<file path="config.mk">
export PLATFORM = sky130hd
export DESIGN_NAME = gprs_port_arb
export DESIGN_NICKNAME = d
export VERILOG_FILES = /design/src/rtl/gprs_arb_pkg.sv /design/src/rtl/gprs_arb_starve_cnt.sv /design/src/rtl/gprs_port_arb.sv
export SDC_FILE = /design/constraint.sdc
export NUM_CORES = 1
export LEC_CHECK = 0
export ABC_AREA = 1
export CAP_MARGIN = 20
export CORE_MARGIN = 5
export CORE_UTILIZATION = 38
export CTS_BUF_LIST = sky130_fd_sc_hd__clkbuf_16
export CTS_CLUSTER_DIAMETER = 60
export DETAILED_ROUTE_END_ITERATION = 16
export PLACE_DENSITY_LB_ADDON = 0.08
export SLEW_MARGIN = 40
export SYNTH_ARGS = -nofsm -noshare
export SYNTH_HDL_FRONTEND = slang
export SYNTH_SLANG_ARGS = --single-unit
</file>
<file path="constraint.sdc">
create_clock -name cpu_clk -period 2.3 [get_ports cpu_clk]
set_clock_uncertainty 0.2 [all_clocks]
set_input_delay 0.46 -clock cpu_clk [delete_from_list [all_inputs] [get_ports cpu_clk]]
set_output_delay 0.46 -clock cpu_clk [all_outputs]
set_load 0.02 [all_outputs]
</file>
<file path="src/rtl/gprs_arb_pkg.sv">
// Shared types and constants for the GPR port arbiter.
// Latency: n/a (package only).
// Backpressure: n/a.
package gprs_arb_pkg;

  // Debug access sequencer states.
  typedef enum logic [1:0] {
    ST_IDLE = 2'd0,
    ST_XFER = 2'd1,
    ST_WAIT = 2'd2,
    ST_RESP = 2'd3
  } arb_state_e;

  // Debug abstract register numbers: x0 maps to REGNO_BASE, x31 to REGNO_LIMIT.
  localparam logic [15:0] REGNO_BASE  = 16'h1000;
  localparam logic [15:0] REGNO_LIMIT = 16'h101f;

  // Width of the starvation counter; STARVE_MAX must fit in it.
  localparam int unsigned STARVE_CNT_W = 4;

  // True when regno addresses one of the 32 GPRs above base. The compare is
  // done one bit wider so a base near 16'hffff cannot wrap the upper bound.
  function automatic logic regno_in_range(input logic [15:0] regno,
                                          input logic [15:0] base);
    logic [16:0] hi;
    hi = {1'b0, base} + 17'd31;
    return (regno >= base) && ({1'b0, regno} <= hi);
  endfunction

endpackage

</file>
<file path="src/rtl/gprs_arb_starve_cnt.sv">
// Saturating count of write slots the debug path has lost to the pipeline.
// Latency: hit_o is combinational on the increment that reaches MAX.
// Backpressure: none; clr_i wins over inc_i.
module gprs_arb_starve_cnt #(
  parameter int unsigned MAX = 4
) (
  input  logic cpu_clk,
  input  logic cpu_rstn,
  input  logic inc_i,
  input  logic clr_i,
  output logic hit_o
);
  import gprs_arb_pkg::*;

  localparam logic [STARVE_CNT_W-1:0] HIT_AT = STARVE_CNT_W'(MAX - 1);

  logic [STARVE_CNT_W-1:0] cnt_q, cnt_d;

  // Next count: clear has priority, increment saturates at all-ones.
  always_comb begin
    cnt_d = cnt_q;
    if (clr_i) begin
      cnt_d = '0;
    end else if (inc_i && (cnt_q != '1)) begin
      cnt_d = cnt_q + 1'b1;
    end
  end

  // Count register.
  always_ff @(posedge cpu_clk or negedge cpu_rstn) begin
    if (!cpu_rstn) begin
      cnt_q <= '0;
    end else begin
      cnt_q <= cnt_d;
    end
  end

  // Fires on the lost slot that brings the count up to MAX.
  assign hit_o = inc_i && (cnt_q >= HIT_AT);

endmodule

</file>
<file path="src/rtl/gprs_port_arb.sv">
// Shares the GPR write port and rs1 read port between pipeline and debug; pipeline has priority.
// Latency: pipeline path is zero-latency pass-through; debug read acks 2 cycles after accept, write >= 2.
// Backpressure: debug four-phase req/ack; optional starvation stall on WB (macro GPRS_ARB_STARVE_EN).
module gprs_port_arb #(
  parameter int unsigned DATA_WIDTH = 32,
  parameter logic [15:0] REGNO_BASE = gprs_arb_pkg::REGNO_BASE,
  parameter int unsigned STARVE_MAX = 4
) (
  input  logic                  cpu_clk,
  input  logic                  cpu_rstn,
  input  logic                  wb_wr_valid,
  input  logic [DATA_WIDTH-1:0] wb_wr_data,
  input  logic [4:0]            wb_rd,
  output logic                  wb_stall,
  input  logic [4:0]            dec_rs1,
  output logic                  dec_hold,
  output logic                  gprs_wr_valid,
  output logic [DATA_WIDTH-1:0] gprs_wr_data,
  output logic [4:0]            gprs_rd_wb,
  output logic [4:0]            gprs_rs1,
  input  logic [DATA_WIDTH-1:0] gprs_data1,
  input  logic                  dbg_req,
  input  logic                  dbg_wr1_rd0,
  input  logic [15:0]           dbg_regno,
  input  logic [DATA_WIDTH-1:0] dbg_wdata,
  output logic                  dbg_ack,
  output logic                  dbg_err,
  output logic [DATA_WIDTH-1:0] dbg_rdata
);
  import gprs_arb_pkg::*;

  arb_state_e            state_q, state_d;
  logic [4:0]            idx_q, idx_d;
  logic [DATA_WIDTH-1:0] wdata_q, wdata_d;
  logic [DATA_WIDTH-1:0] rdata_q, rdata_d;
  logic                  err_q, err_d;
  logic                  wb_stall_q, wb_stall_d;
  logic                  dbg_win;
  logic                  cnt_hit;

  // The debug write may use the port when the pipeline has nothing to write
  // or is being held off by the starvation stall.
  assign dbg_win = ~wb_wr_valid | wb_stall_q;

`ifdef GPRS_ARB_STARVE_EN
  logic cnt_inc;
  logic cnt_clr;

  // Every WAIT cycle the pipeline wins is a lost slot; the forced-stall
  // cycle itself and the end of a transaction reset the tally.
  assign cnt_inc = (state_q == ST_WAIT) && !dbg_win;
  assign cnt_clr = wb_stall_q || ((state_q == ST_RESP) && !dbg_req);

  gprs_arb_starve_cnt #(
    .MAX (STARVE_MAX)
  ) u_starve_cnt (
    .cpu_clk  (cpu_clk),
    .cpu_rstn (cpu_rstn),
    .inc_i    (cnt_inc),
    .clr_i    (cnt_clr),
    .hit_o    (cnt_hit)
  );
`else
  // Without the limiter a debug write simply waits for an idle WB cycle.
  assign cnt_hit = 1'b0;
`endif

  // Next-state, port muxing and debug capture; pipeline pass-through by default.
  always_comb begin
    state_d       = state_q;
    idx_d         = idx_q;
    wdata_d       = wdata_q;
    rdata_d       = rdata_q;
    err_d         = err_q;
    wb_stall_d    = cnt_hit;
    dec_hold      = 1'b0;
    gprs_wr_valid = wb_wr_valid & ~wb_stall_q;
    gprs_wr_data  = wb_wr_data;
    gprs_rd_wb    = wb_rd;
    gprs_rs1      = dec_rs1;

    unique case (state_q)
      ST_IDLE: begin
        if (dbg_req) begin
          idx_d   = dbg_regno[4:0] - REGNO_BASE[4:0];
          wdata_d = dbg_wdata;
          rdata_d = '0;
          if (!regno_in_range(dbg_regno, REGNO_BASE)) begin
            err_d   = 1'b1;
            state_d = ST_RESP;
          end else if (dbg_wr1_rd0) begin
            state_d = ST_WAIT;
          end else begin
            state_d = ST_XFER;
          end
        end
      end
      ST_XFER: begin
        // Steal the rs1 port for one cycle; a same-cycle WB write to this
        // register is not forwarded, so the old value is captured.
        dec_hold = 1'b1;
        gprs_rs1 = idx_q;
        rdata_d  = gprs_data1;
        state_d  = ST_RESP;
      end
      ST_WAIT: begin
        if (dbg_win) begin
          // x0 is hardwired; the access completes without touching the file.
          gprs_wr_valid = (idx_q != 5'd0);
          gprs_rd_wb    = idx_q;
          gprs_wr_data  = wdata_q;
          state_d       = ST_RESP;
        end
      end
      ST_RESP: begin
        if (!dbg_req) begin
          err_d   = 1'b0;
          state_d = ST_IDLE;
        end
      end
      default: state_d = ST_IDLE;
    endcase
  end

  // State and debug transaction registers.
  always_ff @(posedge cpu_clk or negedge cpu_rstn) begin
    if (!cpu_rstn) begin
      state_q    <= ST_IDLE;
      idx_q      <= '0;
      wdata_q    <= '0;
      rdata_q    <= '0;
      err_q      <= 1'b0;
      wb_stall_q <= 1'b0;
    end else begin
      state_q    <= state_d;
      idx_q      <= idx_d;
      wdata_q    <= wdata_d;
      rdata_q    <= rdata_d;
      err_q      <= err_d;
      wb_stall_q <= wb_stall_d;
    end
  end

  assign wb_stall  = wb_stall_q;
  assign dbg_ack   = (state_q == ST_RESP);
  assign dbg_err   = err_q;
  assign dbg_rdata = rdata_q;

endmodule

</file>
**Yosys cells after proc, flatten, opt, wreduce, memory -nomap -nowiden**

Cells that the tools add are included.
Widths: inputs -> output; s select.

- Bits in registers: 72
- Output and inout port bits: 79

- $lt $le $gt $ge: 2
- Eq/ne operators: 7
- Muxes and demuxes: 20
- Reduce and logical (&&, ||, !) cells: 9

Operators by type and width:

| cell | count |
|---|---|
| $mux 32 | 3 |
| $pmux 32 s2 | 1 |
| $ge 16x13->1 const B | 1 |
| $le 16x13->1 const B | 1 |
| $mux 5 | 3 |
| $mux 2 | 5 |
| $ne 2x2->1 const B | 4 |
| $pmux 2 s4 | 1 |
| $mux 1 | 6 |
| $reduce_bool 5->1 | 1 |
| $eq 2x2->1 const B | 2 |
| $reduce_and 2->1 | 2 |
| $reduce_and 4->1 | 1 |
| $reduce_bool 2->1 | 2 |
| $reduce_and 3->1 | 1 |
| $eq 2x1->1 const B | 1 |
| $logic_not 2->1 | 1 |
| $pmux 1 s2 | 1 |
| $logic_and 1x1->1 | 1 |

**Depth between registers and ports, before layout**

- Depth in word-level cells: 5
- Depth in mapped cells: 8

**Worst setup path after synthesis**

Ideal clock, no wire load.

- Kind: reg2out
- Start: register state_q[1]
- End: output port gprs_rs1[4]
- Arrival time: 1.516 ns
- Data required time: 1.640 ns
- Path slack: 0.124 ns
- Cell stages (with the launch flop): 6
- Path buffers: 1
- Path through: dfrtp_1 > inv_1 > ha_1 > buf_2 > inv_2 > o21ai_0

- Cells in the longest elaborated chain, start to end: 2

Ends and longest elaborated chain:

| item | line | RTL |
|---|---|---|
| start: declaration | gprs_port_arb.sv:32 | `arb_state_e state_q, state_d;` |
| start signal: assignment | gprs_port_arb.sv:135 | `state_q <= state_d;` |
| $eq 2x1->1 | gprs_port_arb.sv:82 | `unique case (state_q)` |
| $mux 5 | gprs_port_arb.sv:82 |  |
| end: declaration | gprs_port_arb.sv:20 | `output logic [4:0] gprs_rs1,` |

No other way between the ends.

**Final worst setup path**

- Start: register state_q[1]
- End: output port gprs_wr_data[4]

- Cells in the longest elaborated chain, start to end: 2

Ends and longest elaborated chain:

| item | line | RTL |
|---|---|---|
| $eq 2x2->1 | gprs_port_arb.sv:82 |  |
| $mux 32 | gprs_port_arb.sv:82 |  |
| end: declaration | gprs_port_arb.sv:18 | `output logic [DATA_WIDTH-1:0] gprs_wr_data,` |

No other way between the ends.

==> reports/results.ini <==
[status]
status=finished with violations
violations=setup timing

[synthesis]
ys_seq_area_share_pct=51.67
ys_warn_count=0
avgSynthCellArea_um2=10.17
synth.net_count=474
syn-cell-area_um2=3487
synth_cells=343
ys_types=17
ys_ff_latch=72

[routing]
ant_nets=0
drt_iter0_drc=75
route.detailed.drc=0
wl_per_cell_um=17.23
via_per_inst=4.805
totalWireLength_um=11750
vias=3277
first_pass_iters=4

[sta]
fin_crit_ns=2.416
post-route-period-util_pct=105.1
fmax_mhz=413.8
finalSetupViolCount=36
tns_ns=-3.328
setup_ws_ns=-0.1164
rsz0062_at_grt=true
drv_slew=0
hold_viol=0

[job]
cap_violations=0

[setup_path]
arrival_ns=1.76
path_class=register to primary output
critical-path-max-stage-delay_ns=0.39
crit_family=buffers and inverters
critical_path_buf_inv_count=3
cp-start-kind=register
cpMostUsedCell=buf_6
required_ns=1.64
cpMaxStageDelayCell=dfrtp_1
path_cells=buf_6 > ha_4 > nand2_8 > clkbuf_16 > mux2_4 > buf_6
critPathMaxFanout=7
end_kind=primary output

[final_layout]
layout-drive-gt1-share_pct=23.12
fin_util_pct=70.37
final_cells=682
areaGrowthSynthToFinish_pct=83.82
num_antenna_cells=0
nets=697

[grt]
track_usage_pct=19.92
grt_pass1_wl_um=17620
grt_max_degree=39
antenna_found_initial=0
grt_remaining_overflow=0
grt_pass1_vias=3341

[pwr]
leakage_nw=3.004
power.density_nw_per_um2=1192
p_total_mw=7.643
ir_drop_mv=0.5986

[cts]
clk-insertion-delay-late_ns=0.32
ctsHtreeMaxLevel=3
clk_pin_slew_worst_paths_ns=0.06
clockBufferDepth=2
cts_tree=yes
cts_sinks=72
cts_made_buffers=9
root_buffer=clkbuf_16

[floorplanning]
core_um2=9109
die_h_um=105.8
boundaryPins=206
dieArea_um2=11190
die_width_um=105.8
start_util_pct=38.28
std_cell_rows=35

[placed_design]
place_ws_ns=-0.6241
place_congestion=0.7856
io_buffer_count=204
hpwl_um=8045
dp.cells=656

[min_path]
worst_hold_path_type=register to register

-- logic make-up after synthesis --
group	Yosys count	synth area share (%)
other	1	0.1075
flip-flops	72	51.67
multiplexers	68	21.96
AND/OR/NAND/NOR	86	10.62
buffers and inverters	69	7.966
adder cells (fa/ha/maj)	4	1.435
AO/OA/AOI/OAI	43	6.243
-- metal layers --
metal,track usage [%],part of all wire [%],up-vias
met5,0,0,-
met1,23.63,40,1564
met3,7.900,8.8,8
li1,-,-,1576
met2,33.38,50,129
met4,5.828,0.89,0
-- state kept, by name (all words and copies together) (netlist names) --
signal,count
state_q,2
idx_q,5
wdata_q,32
dbg_err,1
dbg_rdata,32
-- per-stage QoR --
stage | area [µm²] | hold WS, ns
CTS | 6140 | 0.2711
finish | 6410 | 0.2658
global placement | 5759 | 0.2451
detailed placement | 5759 | 0.2468
global route | 6410 | 0.2911
floorplan | 3487 | -0.03559
-- power by group --
group	internal, mW	switching [mW]
Combinational	2.04	2.00
Clock	0.839	0.531
Sequential	1.89	0.348
-- synthesized netlist by cell type --
library cell / count / share of area, %
clkbuf_1: 6 / 0.65
nand2_1: 34 / 3.7
o21ai_0: 37 / 5.3
nand3_1: 38 / 5.5
ha_1: 4 / 1.4
dfrtp_1: 72 / 52
conb_1: 1 / 0.11
inv_1: 49 / 5.3
inv_2: 1 / 0.11
o21ai_1: 2 / 0.29
nor2_1: 14 / 1.5
buf_4: 1 / 0.22
mux2_2: 34 / 11
mux2_1: 34 / 11
a21oi_1: 3 / 0.43
o31ai_1: 1 / 0.22
buf_2: 12 / 1.7
-- area by class of cell --
cell class | count | area [µm²]
Clock inverter | 7 | 72.57
Tap cell | 111 | 138.9
Fill cell | 700 | 2699
Timing Repair Buffer | 231 | 2394
Clock buffer | 9 | 225.2
Inverter | 50 | 190.2
Sequential cell | 72 | 1802
Multi-Input combinational cell | 202 | 1588
-- path summary, 6_finish.rpt --
| check | startpoint | to | slack [ns] | cells past startpoint |
|---|---|---|---|---|
| max reg2reg | state_q[1] | wdata_q[16] | 0.25 | 7 |
| min | dbg_err | dbg_err | 0.27 | 2 |
| min reg2reg | dbg_err | dbg_err | 0.27 | 2 |
| max in group asynchronous | cpu_rstn | wdata_q[26] | 0.89 | 3 |
| max | state_q[1] | gprs_wr_data[4] | -0.12 | 6 |
| min in group asynchronous | cpu_rstn | wdata_q[23] | 0.44 | 2 |
-- worst register-to-register path, cell delays in order, from the launching register on --
cell and delay (ns):
dfrtp_1 0.39, buf_4 0.15, inv_1 0.10, buf_4 0.12, ha_1 0.27, nand2_2 0.13
buf_12 0.20, mux2_1 0.36
-- cell usage in the layout, fill, tap and decap left out, drive strengths merged --
cell type      count
clkinv             4
nand3             38
o21ai             39
o31ai              1
clkinvlp           2
nor2              14
clkdlybuf4s50    157
nand2             34
buf               67
bufinv             1
conb               1
mux2              68
dlygate4sd3        1
dlygate4sd2        3
a21oi              3
dfrtp             72
inv               50
clkbuf            12
ha                 4
-- what timing repair did --
action,4_1_cts,5_1_grt
hold buffers,1,0
gates resized for setup,216,106
endpoints found under the setup margin,45,44
endpoints found under the hold margin,34,0
pin swaps,2,2
gates cloned,4,2
setup buffers,6,2
(Power assumes the default switching activity.)
